<file path="src/rtl/bp_mem_cmd_arbiter.sv">
// bp_mem_cmd_arbiter
//
// Shares one backing-memory command/response port between num_req_p requesters.
// Commands are granted round-robin into a one-entry registered output stage. The
// winner's ID goes into an in-order tag FIFO. Each returning response pops that FIFO
// and is steered back to its originator through a one-entry response buffer.
//
// Ports:
//   clk_i            clock
//   reset_i          asynchronous active-high reset
//   req_cmd_i        per-requester command, requester i at slice i
//   req_cmd_v_i      per-requester command valid
//   req_cmd_ready_o  one-hot accept, high only for the granted requester
//   mem_cmd_o        registered command to memory
//   mem_cmd_v_o      command valid
//   mem_cmd_yumi_i   memory consumed mem_cmd_o
//   mem_resp_i       response from memory
//   mem_resp_v_i     response valid
//   mem_resp_ready_o arbiter can take a response this cycle
//   req_resp_o       buffered response, broadcast to all requesters
//   req_resp_v_o     one-hot valid to the owning requester
//   req_resp_yumi_i  requester consumed the response
//   outstanding_o    commands granted whose response has not yet been buffered

module bp_mem_cmd_arbiter #(
    parameter int unsigned num_req_p         = 2,
    parameter int unsigned mem_msg_width_p   = 128,
    parameter int unsigned max_outstanding_p = 4,
    parameter int unsigned req_id_width_p    = (num_req_p > 1) ? $clog2(num_req_p) : 1,
    localparam int unsigned cnt_width_lp     = $clog2(max_outstanding_p + 1)
) (
    input  logic                                 clk_i,
    input  logic                                 reset_i,

    input  logic [num_req_p*mem_msg_width_p-1:0] req_cmd_i,
    input  logic [num_req_p-1:0]                 req_cmd_v_i,
    output logic [num_req_p-1:0]                 req_cmd_ready_o,

    output logic [mem_msg_width_p-1:0]           mem_cmd_o,
    output logic                                 mem_cmd_v_o,
    input  logic                                 mem_cmd_yumi_i,

    input  logic [mem_msg_width_p-1:0]           mem_resp_i,
    input  logic                                 mem_resp_v_i,
    output logic                                 mem_resp_ready_o,

    output logic [mem_msg_width_p-1:0]           req_resp_o,
    output logic [num_req_p-1:0]                 req_resp_v_o,
    input  logic [num_req_p-1:0]                 req_resp_yumi_i,

    output logic [cnt_width_lp-1:0]              outstanding_o
);

    localparam int unsigned ptr_width_lp =
        (max_outstanding_p > 1) ? $clog2(max_outstanding_p) : 1;
    localparam logic [req_id_width_p-1:0] last_id_lp  = req_id_width_p'(num_req_p - 1);
    localparam logic [ptr_width_lp-1:0]   last_ptr_lp = ptr_width_lp'(max_outstanding_p - 1);
    localparam logic [cnt_width_lp-1:0]   max_cnt_lp  = cnt_width_lp'(max_outstanding_p);

    // ------------------------------------------------------------------
    // State
    // ------------------------------------------------------------------
    logic                       cmd_v_r;
    logic [mem_msg_width_p-1:0] mem_cmd_r;
    logic [req_id_width_p-1:0]  rr_ptr_r;

    logic                       resp_v_r;
    logic [req_id_width_p-1:0]  resp_id_r;
    logic [mem_msg_width_p-1:0] resp_r;

    logic [req_id_width_p-1:0]  tag_mem_r [max_outstanding_p];
    logic [ptr_width_lp-1:0]    tag_rd_ptr_r;
    logic [ptr_width_lp-1:0]    tag_wr_ptr_r;
    logic [cnt_width_lp-1:0]    tag_cnt_r;

    // ------------------------------------------------------------------
    // Combinational control
    // ------------------------------------------------------------------
    logic [mem_msg_width_p-1:0] req_cmd_arr [num_req_p];
    logic                       tag_full;
    logic                       tag_empty;
    logic                       can_accept;
    logic                       grant_v;
    logic [req_id_width_p-1:0]  grant_id;
    logic [req_id_width_p-1:0]  scan_id;
    logic [req_id_width_p-1:0]  rr_ptr_next;
    logic                       owner_yumi;
    logic                       resp_ready;
    logic                       tag_push;
    logic                       tag_pop;

    for (genvar i = 0; i < num_req_p; i++) begin : g_unpack
        assign req_cmd_arr[i] = req_cmd_i[i*mem_msg_width_p +: mem_msg_width_p];
    end

    always_comb begin
        tag_full   = (tag_cnt_r == max_cnt_lp);
        tag_empty  = (tag_cnt_r == '0);
        // Full is sampled before any same-cycle pop, so a freed slot is only usable
        // next cycle. Reset also blocks grants so no ready bit rises while held.
        can_accept = (~cmd_v_r | mem_cmd_yumi_i) & ~tag_full & ~reset_i;
    end

    // Round-robin scan starting at rr_ptr_r, wrapping modulo num_req_p.
    always_comb begin
        grant_v  = 1'b0;
        grant_id = '0;
        scan_id  = rr_ptr_r;
        for (int unsigned k = 0; k < num_req_p; k++) begin
            if (!grant_v && req_cmd_v_i[scan_id]) begin
                grant_v  = 1'b1;
                grant_id = scan_id;
            end
            scan_id = (scan_id == last_id_lp) ? '0 : scan_id + req_id_width_p'(1);
        end
        grant_v = grant_v & can_accept;
    end

    always_comb begin
        rr_ptr_next = (grant_id == last_id_lp) ? '0 : grant_id + req_id_width_p'(1);
    end

    always_comb begin
        owner_yumi = req_resp_yumi_i[resp_id_r];
        resp_ready = ~tag_empty & (~resp_v_r | owner_yumi);
        tag_push   = grant_v;
        tag_pop    = mem_resp_v_i & resp_ready;
    end

    // ------------------------------------------------------------------
    // Command stage
    // ------------------------------------------------------------------
    always_ff @(posedge clk_i or posedge reset_i) begin
        if (reset_i) begin
            cmd_v_r   <= 1'b0;
            mem_cmd_r <= '0;
            rr_ptr_r  <= '0;
        end else begin
            if (grant_v) begin
                cmd_v_r   <= 1'b1;
                mem_cmd_r <= req_cmd_arr[grant_id];
                rr_ptr_r  <= rr_ptr_next;
            end else if (mem_cmd_yumi_i) begin
                cmd_v_r <= 1'b0;
            end
        end
    end

    // ------------------------------------------------------------------
    // Tag FIFO
    // ------------------------------------------------------------------
    // Storage needs no reset: entries are only read while the count says they are live.
    always_ff @(posedge clk_i) begin
        if (tag_push) begin
            tag_mem_r[tag_wr_ptr_r] <= grant_id;
        end
    end

    always_ff @(posedge clk_i or posedge reset_i) begin
        if (reset_i) begin
            tag_rd_ptr_r <= '0;
            tag_wr_ptr_r <= '0;
            tag_cnt_r    <= '0;
        end else begin
            if (tag_push) begin
                tag_wr_ptr_r <= (tag_wr_ptr_r == last_ptr_lp) ? '0
                                                              : tag_wr_ptr_r + ptr_width_lp'(1);
            end
            if (tag_pop) begin
                tag_rd_ptr_r <= (tag_rd_ptr_r == last_ptr_lp) ? '0
                                                              : tag_rd_ptr_r + ptr_width_lp'(1);
            end
            case ({tag_push, tag_pop})
                2'b10:   tag_cnt_r <= tag_cnt_r + cnt_width_lp'(1);
                2'b01:   tag_cnt_r <= tag_cnt_r - cnt_width_lp'(1);
                default: tag_cnt_r <= tag_cnt_r;
            endcase
        end
    end

    // ------------------------------------------------------------------
    // Response buffer
    // ------------------------------------------------------------------
    always_ff @(posedge clk_i or posedge reset_i) begin
        if (reset_i) begin
            resp_v_r  <= 1'b0;
            resp_id_r <= '0;
            resp_r    <= '0;
        end else begin
            if (tag_pop) begin
                resp_v_r  <= 1'b1;
                resp_id_r <= tag_mem_r[tag_rd_ptr_r];
                resp_r    <= mem_resp_i;
            end else if (resp_v_r && owner_yumi) begin
                resp_v_r <= 1'b0;
            end
        end
    end

    // ------------------------------------------------------------------
    // Outputs
    // ------------------------------------------------------------------
    always_comb begin
        req_cmd_ready_o  = grant_v ? (num_req_p'(1) << grant_id) : '0;
        mem_cmd_o        = mem_cmd_r;
        mem_cmd_v_o      = cmd_v_r;
        mem_resp_ready_o = resp_ready;
        req_resp_o       = resp_r;
        req_resp_v_o     = resp_v_r ? (num_req_p'(1) << resp_id_r) : '0;
        outstanding_o    = tag_cnt_r;
    end

`ifndef SYNTHESIS
    // Protocol checks on the surrounding agents.
    a_resp_without_tag : assert property (@(posedge clk_i) disable iff (reset_i)
        !(mem_resp_v_i && tag_empty))
        else $error("mem_resp_v_i asserted with no outstanding command");

    a_resp_yumi_without_v : assert property (@(posedge clk_i) disable iff (reset_i)
        ((req_resp_yumi_i & ~req_resp_v_o) == '0))
        else $error("req_resp_yumi_i asserted on a requester without valid");

    a_cmd_yumi_without_v : assert property (@(posedge clk_i) disable iff (reset_i)
        !(mem_cmd_yumi_i && !cmd_v_r))
        else $error("mem_cmd_yumi_i asserted without mem_cmd_v_o");
`endif

endmodule

</file>
<file path="config.mk">
export PLATFORM = sky130hd
export DESIGN_NAME = bp_mem_cmd_arbiter
export DESIGN_NICKNAME = d
export VERILOG_FILES = /design/src/rtl/bp_mem_cmd_arbiter.sv
export SDC_FILE = /design/constraint.sdc
export NUM_CORES = 1
export LEC_CHECK = 0
export CELL_PAD_IN_SITES_DETAIL_PLACEMENT = 1
export CELL_PAD_IN_SITES_GLOBAL_PLACEMENT = 1
export CORE_AREA = 10 10 249 251
export CTS_CLUSTER_SIZE = 12
export DETAILED_ROUTE_END_ITERATION = 8
export DIE_AREA = 0 0 259 261
export PLACE_DENSITY_LB_ADDON = 0.15
export RECOVER_POWER = 50
export SYNTH_ARGS = -nofsm -noshare
export SYNTH_HDL_FRONTEND = slang
export SYNTH_SLANG_ARGS = --single-unit
</file>
<file path="constraint.sdc">
create_clock -name clk_i -period 14.15 [get_ports clk_i]
set_input_delay 2.83 -clock clk_i [delete_from_list [all_inputs] [get_ports clk_i]]
set_output_delay 2.83 -clock clk_i [all_outputs]
set_load 0.01 [all_outputs]
</file>
==> results of run 1 <==
[state kept, by name, summed over array words and instances (netlist names)]
name and flops:
mem_cmd_v_o 1, tag_wr_ptr_r 2, tag_rd_ptr_r 2, resp_v_r 1, tag_mem_r 4, outstanding_o 3
rr_ptr_r 1, resp_id_r 1, mem_cmd_o 128, req_resp_o 128
[per-stage QoR]
step	instance area [µm²]	total power [µW]
2_1_floorplan	11500	2130
3_3_place_gp	18700	3340
3_5_place_dp	18700	3350
4_1_cts	19800	4260
5_1_grt	19700	4290
6_report	19700	4030
[cells by family after synthesis]
logic type	synth area share, %
multiplexers	13.4
AO/OA/AOI/OAI	20.8
flip-flops	59.3
XOR/XNOR	0.229
buffers and inverters	4.56
AND/OR/NAND/NOR	0.851
adder cells (fa/ha/maj)	0.829
[layer usage]
layer / vias to the layer above / GRT usage (%) / share of wire (%)
met3: 56 / 8.12 / 11
met4: 12 / 3.23 / 1.4
met2: 422 / 28.5 / 51
met1: 5004 / 16.9 / 36
met5: - / 0 / 0.15
li1: 4416 / - / -
[worst max path at each step]
stage,from,endpoint,cells past startpoint
2_1_floorplan,reset_i,req_cmd_ready_o[1],4
3_3_place_gp,reset_i,req_cmd_ready_o[1],6
3_5_place_dp,reset_i,req_cmd_ready_o[1],6
4_1_cts,reset_i,req_cmd_ready_o[1],6
5_1_grt,req_cmd_v_i[0],req_cmd_ready_o[1],5
6_report,req_cmd_v_i[0],req_cmd_ready_o[1],5
[area by class of cell]
type	instances	area share (%)
Timing Repair Buffer	669	33.7
Clock inverter	8	0.368
Antenna cell	2	0.0254
Multi-Input combinational cell	430	21.1
Tap cell	765	4.85
Sequential cell	271	34.5
Inverter	11	0.247
Clock buffer	52	5.27
[power by group]
group | switching, µW | leakage (µW) | internal (µW)
sequential | 216 | 0.00326 | 1160
combinational | 854 | 0.00391 | 926
clock | 345 | 0.000554 | 525
total | 1410 | 0.00772 | 2610
[cells in the mapped netlist, drive strengths merged, types with 2 or more instances]
cell type  instances  area (µm²)
nand2              3        11.3
inv               11        41.3
a32oi            128        1120
clkbuf            44         165
xnor2              2        17.5
mux2             133        1500
or2                2        12.5
edfxtp             4         120
nand2b             2        12.5
nor2               8        30.0
o2bb2ai          129        1190
mux2i              2        20.0
ha                 6        75.1
and2               2        12.5
buf               42         317
o2111ai            2        23.8
dfrtp            267        6680
nor2b              3        18.8
==> key figures, run 1 <==
Floorplanning
  – Site row count: 88
  – Die Y: 261 µm
  – I/O pin count: 657
  – Core area: 57,100 µm²
  – Initial Utilization: 20.1%
  – Full die area: 67,600 µm²
  – Die Wd: 259 µm

CTS
  – # resized after CTS: 0
  – # clock sinks: 271
  – # hold bufs at CTS: 0
  – CTS Root Cell: clkbuf_16
  – Num CTS Buffers: 35
  – Clock transition at path regs: 0.05 ns
  – Longest Clk Path Bufs: 3
  – Clk_lat worst skew: 0.53 ns
  – CTS tree: yes
  – Setup bufs post-CTS: 0
  – Maximum level of the CTS H-tree: 2

Routing
  – DRT iter0 DRCs: 391
  – Pre-Repair DR Iteration Count: 4
  – Via count: 9,910
  – Routed wire length: 57,000 µm
  – Vias per cell: 4.49
  – Post-DRT Antenna Nets: 0
  – Post-route DRC violation count: 0
  – DR WL/cell: 25.8 µm

Placement
  – Port bufs: 656
  – Routability congestion estimate: 0.783
  – DP Cell Count: 2,146
  – Hpwl dp: 43,700 µm
  – Pre-CTS WS: 6.21 ns

Cells and area
  – Post-layout util: 34.5%
  – Area grow syn2layout: 72.1%
  – Reg area: 6800 µm²
  – Most frequent cells in the layout: clkdlybuf4s50_1, dfrtp_1, dlygate4sd3_1
  – Multi-input gate area: 4170 µm²
  – Layout Cells excl Fill: 2,208
  – Final nets: 1,817
  – Commonest non-fill, non-tap cell in the layout: clkdlybuf4s50_1
  – Fillers: 6,129
  – Layout cells sized above 1: 9.37%

Worst setup path
  – R2R Setup Slk: 9.10 ns
  – Largest delay share family, worst path: simple AND/OR/NAND/NOR gates
  – Critical Path AT: 6.21 ns
  – Crit-path cells: dlygate4sd3_1 > nand2b_1 > and2_0 > nor2b_1 > clkdlybuf4s50_1
  – Crit-path max cell delay: 1.66 ns
  – CP max stage cell: nand2b_1
  – R2R depth: 5
  – Setup CP Type: input port to primary output
  – CP Launch Type: input port
  – Data required time of the critical path: 11.32 ns
  – RR Endpoint: req_resp_o[35]
  – Buf+Inv Stages, Crit Path: 2
  – Reg2reg start: resp_id_r
  – Crit path max fanout: 54
  – Crit path capture type: primary output

STA
  – Final Skew: 0.0199 ns
  – Slew headroom: -159%
  – Hold WS: 0.475 ns
  – RSZ-0062 raised after global routing: no
  – Slew Limit Fails: 248
  – Setup Viol. Count Final: 0
  – Max Fclk: 0.111 GHz
  – Hold Vio Cnt, Final: 0
  – Setup TNS: 0 ns
  – Worst Slack Setup Final: 5.11 ns
  – Slew @ Worst Pin: 3.88 ns
  – Tmin final: 9.04 ns
  – Post-route clock period utilization: 63.9%

Worst hold path
  – Min-Delay Path Class: flip-flop to flip-flop
  – Hold Path Cell Cnt: 1
  – Min-delay src: req_resp_o[36]
  – Hold Path End: req_resp_o[36]

Power and ir drop
  – PD cells: 204 nW/µm²
  – VDD IR-drop max: 0.0998 mV
  – Pleak: 0.00772 µW

GRT
  – Largest net degree at the start of global routing: 87
  – Number of global-route vias before repair: 11.1k
  – Total grt overflow: 0
  – Total GRT Usage: 16.1%
  – Antenna violations before repair: 9
  – Global-route wire length before repair: 80,700 µm

Synth
  – Post-Syn Instances: 798
  – Post-synth EDFFs: 4
  – Syn avg cell area: 14.4 µm²
  – Post-synthesis register bit count: 271
  – Syn nets: 1,197
  – Count of different cell masters after synthesis: 33
  – Register area share after synthesis: 59.3%
  – Yosys Warn Count: 0
  – Async set-reset flop share out of synthesis: 98.5%
  – Cell area after synthesis: 11,500 µm²
  – Top FF cell, synth: dfrtp_1

Flow run
  – Maxcap violations: 4

Status
  – Outcome: complete, but fails checks
  – Violated checks: max-capacitance violations, max-slew violations
Note: power is estimated with default switching activity, not from simulation.
==> run 2, diff against run 1 <==
clock period = 8.59 ns   (was 14.15 ns; I/O delays follow)
==> run 2 against run 1 <==
Net effect: the flow still finishes with violations (max-capacitance violations, max-slew violations); non-clock buffer count is the same; worst hold slack is essentially flat; routed wire length shrank 0.81%; clock power grew 63%; final cell count is essentially flat; via count shrank 0.85%; clock-buffer cell count grew 2; sequential cell count is the same.
==> key figures, run 2 (same netlist as run 1, synthesis figures left out) <==
Placement
  – Routability congestion estimate: 0.758 (-3.3%)
  – Port bufs: 656 (unchanged)
  – DP Cell Count: 2,146 (unchanged)
  – Hpwl dp: 42,600 µm (-2.5%)
  – Dpl cell area: 18,700 µm² (+0.11%)

Floorplanning
  – Initial Utilization: 20.1% (unchanged)
  – I/O pin count: 657 (unchanged)
  – Full die area: 67,600 µm² (unchanged)
  – Core area: 57,100 µm² (unchanged)
  – Site row count: 88 (unchanged)
  – Die Y: 261 µm (unchanged)
  – Die Wd: 259 µm (unchanged)

Cells and area
  – Layout cells sized above 1: 9.18% (-0.19 points)
  – Most frequent cells in the layout: clkdlybuf4s50_1, dfrtp_1, dlygate4sd3_1
  – Fillers: 6,111 (-0.29%)
  – Final nets: 1,817 (unchanged)
  – Layout Cells excl Fill: 2,206 (-0.091%)
  – Commonest non-fill, non-tap cell in the layout: clkdlybuf4s50_1
  – Post-route cell area: 19,700 µm² (-0.12%)
  – Area grow syn2layout: 71.9%

Worst hold path
  – Hold Path Cell Cnt: 1 (unchanged)
  – Hold Path End: req_resp_o[104]
  – Min-Delay Path Class: flip-flop to flip-flop
  – Min-delay src: req_resp_o[104]

Routing
  – Routed wire length: 56,500 µm (-0.81%)
  – DRT iter0 DRCs: 392 (+0.26%)
  – DR WL/cell: 25.6 µm (-0.72%)
  – Via count: 9,826 (-0.85%)
  – Vias per cell: 4.45 (-0.76%)
  – Post-route DRC violation count: 0 (unchanged)
  – Pre-Repair DR Iteration Count: 4 (unchanged)
  – Post-DRT Antenna Nets: 0 (unchanged)

Status
  – Violated checks: max-capacitance violations, max-slew violations
  – Outcome: complete, but fails checks

Worst setup path
  – Crit-path max cell delay: 1.46 ns (-0.20 ns)
  – Data required time of the critical path: 6.87 ns (-4.45 ns)
  – Crit-path cells: dlygate4sd3_1 > nand2b_1 > and2_0 > nor2b_1 > clkdlybuf4s50_1
  – R2R Setup Slk: 4.58 ns (-4.52 ns)
  – R2R depth: 4 (-1)
  – Crit path capture type: primary output
  – CP Launch Type: input port
  – Crit path max fanout: 51 (-5.6%)
  – CP max stage cell: nand2b_1
  – Setup CP Type: input port to primary output
  – RR Endpoint: tag_wr_ptr_r[1]
  – Critical Path AT: 4.94 ns (-1.27 ns)
  – Reg2reg start: outstanding_o[0]

GRT
  – Total GRT Usage: 15.9% (-0.21 points)
  – Global-route wire length before repair: 79,200 µm (-1.8%)
  – Largest net degree at the start of global routing: 138 (+59%)
  – Number of global-route vias before repair: 10.8k (-2.5%)
  – Total grt overflow: 0 (unchanged)
  – Antenna violations before repair: 8 (-1)

CTS
  – Setup bufs post-CTS: 0 (unchanged)
  – # resized after CTS: 0 (unchanged)
  – Clock transition at path regs: 0.05 ns (about the same)
  – # hold bufs at CTS: 0 (unchanged)
  – Num CTS Buffers: 35 (unchanged)
  – Clk_lat worst skew: 0.53 ns (about the same)
  – Longest Clk Path Bufs: 3 (unchanged)
  – CTS Root Cell: clkbuf_16
  – CTS tree: yes
  – Maximum level of the CTS H-tree: 2 (unchanged)
  – # clock sinks: 271 (unchanged)

Power and ir drop
  – Pleak: 0.00764 µW (-1.0%)
  – VDD IR-drop max: 0.117 mV (+17%)
  – PD cells: 337 nW/µm² (+65%)

STA
  – Hold WS: 0.475 ns (+0.000271 ns)
  – RSZ-0062 raised after global routing: no
  – Max Fclk: 0.150 GHz
  – Post-route clock period utilization: 77.5%
  – Hold Vio Cnt, Final: 0 (unchanged)
  – Setup Viol. Count Final: 0 (unchanged)
  – Final Skew: 0.00801 ns (-0.0119 ns)
  – Tmin final: 6.66 ns
  – Slew @ Worst Pin: 3.59 ns (-0.287 ns)
  – Slew headroom: -139% (+19 points)
  – Slew Limit Fails: 363 (+46%)
  – Setup TNS: 0 ns (unchanged)

Flow run
  – Maxcap violations: 4 (unchanged)
==> run 2: changes by cell type in the layout (fill, tap and decap cells not counted), sizes merged, moves of 2 or more <==
cell	previous run	this run
clkbuf	55	57
clkdlybuf4s50	418	464
clkinv	6	2
clkinvlp	0	2
dlygate4sd3	237	191
inv	12	10
==> run 2: layer usage <==
metal	up-vias	global-route usage, %	share of wire [%]
li1	4405	-	-
met5	-	0	0.090
met1	4926	17.4	38
met3	47	8.23	11
met2	440	27.1	49
met4	8	3.12	1.3
==> run 2: worst max path at each step <==
stage,from,to,slack (ns),cells past startpoint
after global routing,req_cmd_v_i[0],req_cmd_ready_o[1],1.59,5
final,req_cmd_v_i[0],req_cmd_ready_o[1],1.93,5
after floorplan,reset_i,req_cmd_ready_o[0],0.46,4
after detailed placement,reset_i,req_cmd_ready_o[1],2.90,6
after global placement,reset_i,req_cmd_ready_o[1],2.87,6
after CTS,reset_i,req_cmd_ready_o[0],2.88,6
==> run 2: layout make-up <==
cell class / instances / area (µm²) / area share, %
inverter: 11 / 45.0 / 0.228
multi-input combinational: 430 / 4170 / 21.1
sequential: 271 / 6800 / 34.5
tap: 765 / 957 / 4.85
timing repair buffer: 669 / 6650 / 33.7
antenna: 3 / 7.51 / 0.0381
clock buffer: 54 / 1070 / 5.43
clock inverter: 3 / 17.5 / 0.0888
==> run 2: power breakdown <==
part / internal (µW) / leakage [µW] / switching [µW]
clock: 850 / 0.000532 / 565
sequential: 1910 / 0.00326 / 345
combinational: 1560 / 0.00385 / 1420
total: 4320 / 0.00764 / 2330
==> run 2: stage by stage <==
| step | total power, µW | utilization [%] | worst slack (ns) |
|---|---|---|---|
| 6_report | 6650 | 34.5 | 1.93 |
| 2_1_floorplan | 3510 | - | 0.457 |
| 3_3_place_gp | 5500 | 32.7 | 2.87 |
| 5_1_grt | 7090 | 34.5 | 1.59 |
| 4_1_cts | 7000 | 34.6 | 2.88 |
| 3_5_place_dp | 5520 | 32.7 | 2.90 |
==> run 2: worst max-delay path: cells and delay by family <==
| kind | cells | cell delay, ns |
|---|---|---|
| buffers and inverters | 2 | 1.16 |
| AND/OR/NAND/NOR | 3 | 2.05 |
